[config.mk]
export PLATFORM = sky130hd
export DESIGN_NAME = eos_sched_ctrl
export DESIGN_NICKNAME = d
export VERILOG_FILES = /design/src/rtl/eos_sched_ctrl.sv
export SDC_FILE = /design/constraint.sdc
export NUM_CORES = 1
export LEC_CHECK = 0
export BUFFER_PORTS_ARGS = -buffer_cell sky130_fd_sc_hd__buf_2
export CORE_MARGIN = 3
export CORE_UTILIZATION = 45
export CTS_BUF_LIST = sky130_fd_sc_hd__clkbuf_8
export CTS_CLUSTER_DIAMETER = 200
export DETAILED_ROUTE_END_ITERATION = 6
export GPL_ROUTABILITY_DRIVEN = 1
export GPL_TIMING_DRIVEN = 0
export PLACE_DENSITY = 0.7
export SLEW_MARGIN = 20
export SYNTH_ARGS = -nofsm -noshare
export SYNTH_HDL_FRONTEND = slang
export SYNTH_SLANG_ARGS = --single-unit
[constraint.sdc]
create_clock -name clk -period 7.63 [get_ports clk]
set_input_delay 1.9075 -clock clk [delete_from_list [all_inputs] [get_ports clk]]
set_output_delay 1.9075 -clock clk [all_outputs]
set_load 0.01 [all_outputs]
[src/rtl/eos_sched_ctrl.sv]
// Egress scheduler: grants one descriptor at a time from four metadata queues under
// time-slot gating, a q2 token-bucket rate limit and per-port FIFO backpressure.
module eos_sched_ctrl #(
    parameter logic [7:0]  USEDW_TH     = 8'd200,
    parameter int          TOKEN_PERIOD = 128,
    parameter logic [31:0] BUCKET_MAX   = 32'd4096,
    parameter logic [15:0] PKT_TIMEOUT  = 16'd4000
) (
    input  logic        clk,
    input  logic        rst_n,
    input  logic [3:0]  q_empty,
    input  logic [83:0] q_head_md,
    output logic [3:0]  q_rd,
    input  logic        in_time_slot_flag,
    input  logic [31:0] in_rate_limit,
    input  logic [7:0]  pktout_usedw_0,
    input  logic [7:0]  pktout_usedw_1,
    input  logic        in_pkt_valid,
    output logic [7:0]  out_md,
    output logic        out_md_port,
    output logic        out_md_wr,
    output logic [63:0] out_mdout_cnt,
    output logic [15:0] out_timeout_cnt,
    output logic        out_busy
);
    localparam int RW = (TOKEN_PERIOD > 1) ? $clog2(TOKEN_PERIOD) : 1;

    typedef enum logic [1:0] {S_IDLE, S_ISSUE, S_WAIT} state_t;

    state_t        r_state;
    state_t        w_state_next;
    logic [1:0]    r_grant;
    logic [7:0]    r_md;
    logic          r_port;
    logic [11:0]   r_len;
    logic [15:0]   r_timer;
    logic [63:0]   r_mdout_cnt;
    logic [15:0]   r_timeout_cnt;
    logic [31:0]   r_tokens;
    logic [RW-1:0] r_refill;

    logic [11:0]   w_len [4];
    logic [7:0]    w_id [4];
    logic [3:0]    w_port;
    logic [3:0]    w_base_ok;
    logic [3:0]    w_elig;
    logic [1:0]    w_grant;
    logic          w_timeout;
    logic          w_refill_wrap;
    logic [32:0]   w_debit;
    logic [32:0]   w_credit;
    logic [32:0]   w_sum;

    genvar gi;
    generate
        for (gi = 0; gi < 4; gi++) begin : g_head
            assign w_len[gi]     = q_head_md[21*gi+9 +: 12];
            assign w_port[gi]    = q_head_md[21*gi+8];
            assign w_id[gi]      = q_head_md[21*gi +: 8];
            assign w_base_ok[gi] = !q_empty[gi] &&
                                   ((w_port[gi] ? pktout_usedw_1 : pktout_usedw_0) < USEDW_TH);
        end
    endgenerate

    // q0/q1 are mutually exclusive through the slot flag, so at most one is open.
    assign w_elig[0] = w_base_ok[0] && !in_time_slot_flag;
    assign w_elig[1] = w_base_ok[1] &&  in_time_slot_flag;
    assign w_elig[2] = w_base_ok[2] && (r_tokens >= {20'd0, w_len[2]});
    assign w_elig[3] = w_base_ok[3];

    always_comb begin
        w_grant = 2'd3;
        if (w_elig[0])      w_grant = 2'd0;
        else if (w_elig[1]) w_grant = 2'd1;
        else if (w_elig[2]) w_grant = 2'd2;
    end

    always_comb begin
        w_state_next = r_state;
        w_timeout    = 1'b0;
        case (r_state)
            S_IDLE:  if (|w_elig) w_state_next = S_ISSUE;
            S_ISSUE: w_state_next = S_WAIT;
            S_WAIT: begin
                if (in_pkt_valid) begin
                    w_state_next = S_IDLE;
                end else if (r_timer == PKT_TIMEOUT - 16'd1) begin
                    w_state_next = S_IDLE;
                    w_timeout    = 1'b1;
                end
            end
            default: w_state_next = S_IDLE;
        endcase
    end

    // Bucket arithmetic is widened to 33 bits so credit on a full bucket cannot wrap.
    assign w_refill_wrap = (r_refill == RW'(TOKEN_PERIOD - 1));
    assign w_debit  = (r_state == S_ISSUE && r_grant == 2'd2) ? {21'd0, r_len} : 33'd0;
    assign w_credit = w_refill_wrap ? {1'b0, in_rate_limit} : 33'd0;
    assign w_sum    = {1'b0, r_tokens} - w_debit + w_credit;

    always_ff @(posedge clk or negedge rst_n) begin
        if (!rst_n) begin
            r_state       <= S_IDLE;
            r_grant       <= 2'd0;
            r_md          <= 8'd0;
            r_port        <= 1'b0;
            r_len         <= 12'd0;
            r_timer       <= 16'd0;
            r_mdout_cnt   <= 64'd0;
            r_timeout_cnt <= 16'd0;
            r_tokens      <= BUCKET_MAX;
            r_refill      <= '0;
        end else begin
            r_state <= w_state_next;
            if (r_state == S_IDLE && |w_elig) begin
                r_grant <= w_grant;
                r_md    <= w_id[w_grant];
                r_port  <= w_port[w_grant];
                r_len   <= w_len[w_grant];
            end
            r_timer <= (r_state == S_WAIT && w_state_next == S_WAIT) ? r_timer + 16'd1 : 16'd0;
            if (r_state == S_ISSUE)
                r_mdout_cnt <= r_mdout_cnt + 64'd1;
            if (w_timeout && r_timeout_cnt != 16'hFFFF)
                r_timeout_cnt <= r_timeout_cnt + 16'd1;
            r_tokens <= (w_sum > {1'b0, BUCKET_MAX}) ? BUCKET_MAX : w_sum[31:0];
            r_refill <= w_refill_wrap ? '0 : r_refill + RW'(1);
        end
    end

    assign out_md_wr       = (r_state == S_ISSUE);
    assign q_rd            = out_md_wr ? (4'b0001 << r_grant) : 4'b0000;
    assign out_busy        = (r_state != S_IDLE);
    assign out_md          = r_md;
    assign out_md_port     = r_port;
    assign out_mdout_cnt   = r_mdout_cnt;
    assign out_timeout_cnt = r_timeout_cnt;
endmodule
==> key figures, run 1 <==
STA
  – Pins over their slew limit: 0
  – Final min period: 5909 ps
  – Final Cycle Share: 0.7745
  – Final-report hold violation count: 0
  – Hold slack: 459.9 ps
  – Fmax: 169.2 MHz
  – Final Setup Violations: 0
  – Worst rel slew slack: 0.2727
  – RSZ-0062 raised after global routing: false
  – TNS Setup: 0 ps
  – Slew @ Worst Pin: 1080 ps
  – Clock Skew: 24.08 ps

Clock network
  – Sink Count: 160
  – Postcts setup bufs: 0
  – TritonCTS Buffers: 17
  – Max Buffers Root-to-Sink: 2
  – Post_cts resized: 0
  – Hold_buf cts: 0
  – Worst-path clk slew: 100 ps
  – Max H-tree Level: 4
  – CTS tree: built
  – Skew-Pair Late Insertion Delay: 480 ps
  – CTS root buf: clkbuf_8

Layout
  – Fill count: 2,092
  – Share of layout cells above drive strength 1: 0.1887
  – Final-stage net count: 1,660
  – Area grow syn2layout: 19.76%

Logic synthesis
  – Post-synth top area cell: dfrtp_1
  – Post-synthesis sequential area ratio: 0.3933
  – Most common flop cell mapped by yosys: dfrtp_1
  – Post-synth EDFFs: 0
  – Yosys reg bits: 160
  – Ys Warns: 0
  – Syn avg cell area: 8.682 um2
  – Post-Syn Instances: 1,173
  – Yosys top cell area share: 0.3907
  – Ys async rst share: 1.000
  – Cell variety after synth: 61
  – Most area-consuming cells after synthesis: dfrtp_1, ha_1, xnor2_1
  – Cell Area, Synth: 10,180 um2

Worst hold path
  – HP Class: flop to flop

Run status
  – Status: finished, final reports clean

Route
  – Detailed-router iteration count before antenna repair: 6
  – Iteration-0 DRC count of the detailed router: 628
  – Vias/cell: 5.360
  – WL per Instance: 17.20 um
  – Remaining DRCs: 0
  – Detail Route Antenna Nets: 0
  – DR vias: 9,311
  – Final wirelength: 29,890 um

Placement
  – DP Wirelength: 23,680 um
  – IO Port Bufs: 228
  – Final GP Congestion: 0.9035

Setup path
  – Critical Path AT: 6290 ps
  – Critical path type: flop to flop
  – CP Capture Type: flop
  – Critical Path RT: 8010 ps
  – CP top delay family: simple AND/OR/NAND/NOR gates
  – Crit path max fanout: 10
  – Slowest stage delay, CP: 570 ps
  – Crit path cell chain: ha_1 > nand3_1 > nor2_1 > clkbuf_1 > nand2_1 > fa_1 > inv_1 > ha_1 > a21oi_1 > o211ai_1 > a21boi_0 > nand2_1 > a2111oi_0 > o22ai_1 > or3_1 > or4_4 > or4_1
  – Startpoint type of the worst setup path: flop
  – Buf/Inv on CP: 2
  – Crit-path slowest cell: clkbuf_1

Floorplanning
  – Rows: 54
  – Initial Util: 0.4623
  – Core area: 22,030 um2
  – Die area: 24,470 um2
  – DIE HEIGHT: 156.4 um
  – I/O pin count: 235
  – Die width: 156.4 um

GRT
  – Number of antenna violations at the first check in global routing: 7
  – First-pass GRT wire length: 46,510 um
  – Largest net degree at the start of global routing: 99
  – GRT Total Usage: 0.2418
  – GRT Residual Overflow: 0
  – Vias in the first global route: 9,056

Power and ir drop
  – PD cells: 213.7 nW/um2
  – Leak pwr: 6.064 nW
  – Maximum resistive drop on vdd: 0.1287 mV

Run
  – MaxCap Viol Count: 0
power by group:
part	internal [mW]	switching, mW	total [mW]	leakage (nW)
sequential	0.936	0.0657	1.00	2.09
combinational	0.358	0.598	0.956	3.77
clock	0.259	0.389	0.648	0.208
total	1.55	1.05	2.61	6.06
Yosys cell counts, drive strengths merged, types with 5 or more instances:
cell    instances
a211oi          6
a21o            9
a21oi          75
a221oi         16
a31oi           5
and2           16
and3           18
and4            7
clkbuf         30
dfrtp         159
fa             12
ha             69
inv           129
mux2i           6
nand2         127
nand2b          5
nand3          63
nand4          25
nor2          118
nor3           17
nor4           20
o211ai          5
o21ai          40
o22ai          17
or3             6
or4             5
xnor2          80
xor2           41
metal layers:
layer,share of wire,track usage,up-vias
met4,0.022,0.07336,6
li1,-,-,4525
met2,0.48,0.4001,285
met3,0.061,0.05282,48
met1,0.43,0.3192,4447
met5,0.0014,0,-
cell usage in the layout, fill, tap and decap left out, types with 5 or more instances in the layout:
cell type / Yosys / routed
buf_2: 1 / 228
dfrtp_1: 159 / 159
inv_1: 129 / 129
nand2_1: 127 / 127
nor2_1: 118 / 118
xnor2_1: 80 / 80
a21oi_1: 74 / 74
ha_1: 69 / 69
nand3_1: 63 / 63
xor2_1: 41 / 41
o21ai_0: 39 / 39
clkbuf_1: 30 / 30
nand4_1: 25 / 25
nor4_1: 20 / 20
conb_1: 1 / 19
and3_1: 18 / 18
clkbuf_8: 0 / 18
nor3_1: 17 / 17
o22ai_1: 17 / 17
and2_1: 16 / 16
a221oi_1: 16 / 16
fa_1: 12 / 12
a21o_1: 9 / 9
and4_1: 7 / 7
inv_8: 0 / 7
or3_1: 6 / 6
mux2i_1: 6 / 6
diode_2: 0 / 5
nand2b_1: 5 / 5
a211oi_1: 5 / 5
o211ai_1: 5 / 5
a31oi_1: 5 / 5
stage by stage:
stage | std cells | worst slack (ps) | power [mW] | utilization | area (um2)
after floorplan | 1191 | 2276 | 1.630 | - | 10250
after global routing | 1736 | 1270 | 2.761 | 0.5536 | 12190
after global placement | 1699 | 1556 | 1.945 | 0.5331 | 11740
final | 1737 | 1721 | 2.606 | 0.5537 | 12200
after CTS | 1732 | 1718 | 2.609 | 0.5531 | 12180
after detailed placement | 1700 | 1559 | 1.960 | 0.5348 | 11780
flip-flops by register name (all words and copies together), names as in the netlist:
signal and flops:
r_grant 2, r_refill 7, out_timeout_cnt 16, r_len 12, out_md_port 1, r_tokens 32, out_mdout_cnt 64, r_timer 16
r_state 2, out_md 8
path summary, 6_finish.rpt:
kind / from / depth (start not counted) / slack (ps) / endpoint
worst max-delay path: r_refill[0] / 17 / 1720 / r_tokens[12]
worst min-delay path: r_refill[0] / 1 / 460 / r_refill[0]
worst max register to register: r_refill[0] / 17 / 1720 / r_tokens[12]
worst min register to register: r_refill[0] / 1 / 460 / r_refill[0]
max in group asynchronous: rst_n / 2 / 5380 / out_timeout_cnt[15]
min in group asynchronous: rst_n / 1 / 1360 / out_mdout_cnt[62]
cell families after synthesis:
| group | share of synthesized area |
|---|---|
| buf+inv | 0.05983 |
| flops | 0.3933 |
| mux | 0.007003 |
| simple gates | 0.2042 |
| fa+ha+maj | 0.1084 |
| xor+xnor | 0.1041 |
| compound gates | 0.1229 |
| other cells | 0.0003682 |
cell type report:
cell class,count,area (um2),area share
flip-flops and latches,160,4005,0.3284
inverters,130,488.0,0.04001
clock inverters,14,155.1,0.01272
well taps,280,350.3,0.02873
multi-input cells,869,5637,0.4622
plain buffers,32,121.4,0.009952
repair buffers,229,1179,0.09665
clock buffers,18,247.7,0.02031
diodes,5,12.51,0.001026
(Power assumes the default switching activity.)
==> inputs of run 2 (changes only) <==
Settings changed: PLACE_DENSITY 0.7 to 0.72.
Clock period 7.63 ns to 5.4 ns, I/O delays scaled along.
==> key figures, run 2 (synthesized netlist as in run 1, its figures left out) <==
GRT
  – Vias in the first global route: 9,258 (+2.2%)
  – Number of antenna violations at the first check in global routing: 4 (-3)
  – GRT Total Usage: 0.2449 (+0.003136)
  – Largest net degree at the start of global routing: 62 (-37%)
  – GRT Residual Overflow: 0 (unchanged)
  – First-pass GRT wire length: 47,110 um (+1.3%)

Setup path
  – Critical path type: flop to flop
  – R2R Setup Slk: 260 ps (-1460 ps)
  – Slowest stage delay, CP: 560 ps (about the same)
  – Startpoint type of the worst setup path: flop
  – Crit path max fanout: 10 (unchanged)
  – CP top delay family: simple AND/OR/NAND/NOR gates
  – Buf/Inv on CP: 3 (+1)
  – Critical Path AT: 5490 ps (-800 ps)
  – CP Capture Type: flop
  – Crit path cell chain: nand2b_2 > clkinv_2 > nand2_1 > nor2_2 > clkbuf_2 > and2_1 > fa_1 > inv_1 > ha_1 > a21oi_1 > o211ai_1 > a21boi_1 > nand2_2 > a2111oi_1 > o22ai_1 > or3_1 > or4_4 > or4_1
  – Crit-path slowest cell: or4_4
  – Critical Path RT: 5760 ps (-2250 ps)

Layout
  – Area grow syn2layout: 21.07%
  – Fill count: 2,019 (-3.5%)
  – Core Util, Final: 0.5598 (+0.006078)
  – Most common cell after layout, fill and taps aside: buf_2
  – Final std cell area, no fill: 12,330 um2 (+1.1%)
  – Share of layout cells above drive strength 1: 0.2045 (+0.01582)
  – Final-stage net count: 1,665 (+0.30%)
  – Most frequent cells in the layout: buf_2, dfrtp_1, inv_1, nand2_1, nor2_1
  – Max reg flops: 64 (unchanged)
  – # diodes: 0 (-5)

Clock network
  – CTS tree: built
  – Max Buffers Root-to-Sink: 2 (unchanged)
  – CTS root buf: clkbuf_8
  – Skew-Pair Late Insertion Delay: 460 ps (-20 ps)
  – TritonCTS Buffers: 17 (unchanged)
  – Sink Count: 160 (unchanged)
  – Worst-path clk slew: 90 ps (about the same)
  – Max H-tree Level: 4 (unchanged)
  – Hold_buf cts: 0 (unchanged)

STA
  – Final Cycle Share: 0.9514 (+0.1769)
  – Clock Skew: 20.15 ps (-3.937 ps)
  – Worst rel slew slack: 0.3308 (+0.05807)
  – Slew @ Worst Pin: 997.8 ps (-81.71 ps)
  – Pins over their slew limit: 0 (unchanged)
  – Final-report hold violation count: 0 (unchanged)
  – TNS Setup: 0 ps (unchanged)
  – Fmax: 194.6 MHz (+15%)
  – Final Setup Violations: 0 (unchanged)
  – Final min period: 5138 ps (-771.7 ps)

Floorplanning
  – Core area: 22,030 um2 (unchanged)
  – Die area: 24,470 um2 (unchanged)
  – Die width: 156.4 um (unchanged)
  – Rows: 54 (unchanged)
  – Initial Util: 0.4623 (unchanged)
  – DIE HEIGHT: 156.4 um (unchanged)
  – I/O pin count: 235 (unchanged)

Route
  – Iteration-0 DRC count of the detailed router: 573 (-8.8%)
  – Detail Route Antenna Nets: 0 (unchanged)
  – Remaining DRCs: 0 (unchanged)
  – Detailed-router iteration count before antenna repair: 5 (-1)
  – DR vias: 9,317 (+0.064%)
  – Final wirelength: 29,860 um (about the same)
  – WL per Instance: 17.19 um (about the same)
  – Vias/cell: 5.364 (about the same)

Placement
  – IO Port Bufs: 228 (unchanged)
  – Placed cell areas: 11,810 um2 (+0.23%)
  – DP Wirelength: 23,960 um (+1.2%)
  – Final GP Congestion: 0.9539 (+5.6%)

Power and ir drop
  – PD cells: 303.0 nW/um2 (+42%)
  – Leak pwr: 6.114 nW (+0.83%)
  – Maximum resistive drop on vdd: 0.1711 mV (+33%)
  – Pwr Total: 3.736 mW (+43%)

Run status
  – Status: finished, final reports clean

Run
  – MaxCap Viol Count: 0 (unchanged)

Worst hold path
  – HP Class: flop to flop
==> run 2: repair_timing <==
item                       in CTS  in global routing
setup buffers                   0                  4
setup endpoints to repair      13                 13
gates resized for setup         9                 20
pin swaps                       0                  3
hold endpoints to repair        0                  0
==> run 2: final cells by class <==
type | count | area, um2 | area share
Buffer | 32 | 131.4 | 0.01066
Tap cell | 280 | 350.3 | 0.02841
Clock buffer | 17 | 234.0 | 0.01898
Multi-Input combinational cell | 869 | 5708 | 0.4630
Clock inverter | 15 | 175.2 | 0.01421
Sequential cell | 160 | 4005 | 0.3248
Timing Repair Buffer | 234 | 1236 | 0.1003
Inverter | 130 | 489.2 | 0.03968
==> run 2: final timing paths <==
kind,from,cells after the start,end
max,r_state[1],18,r_tokens[12]
min,r_refill[0],1,r_refill[0]
max reg2reg,r_state[1],18,r_tokens[12]
min reg2reg,r_refill[0],1,r_refill[0]
max in group asynchronous,rst_n,3,out_md_port
min in group asynchronous,rst_n,1,out_mdout_cnt[58]
==> run 2: routing by layer <==
| metal | global-route usage | part of all wire |
|---|---|---|
| met1 | 0.3069 | 0.41 |
| met3 | 0.06582 | 0.074 |
| met5 | 0 | 0.0020 |
| met4 | 0.09462 | 0.035 |
| met2 | 0.4055 | 0.48 |
==> run 2: metrics by stage <==
stage,setup slack (ps),hold WS [ps],cells
2_1_floorplan,603.6,432.9,1191
3_5_place_dp,-362.7,452.6,1701
6_report,262.2,456.1,1737
3_3_place_gp,-381.9,449.0,1699
4_1_cts,2.263,465.5,1733
5_1_grt,-7.143,501.0,1737
==> run 2: power breakdown <==
part,internal (mW),leakage (nW),switching (mW)
clock,0.426,0.201,0.501
sequential,1.32,2.09,0.101
combinational,0.517,3.82,0.867
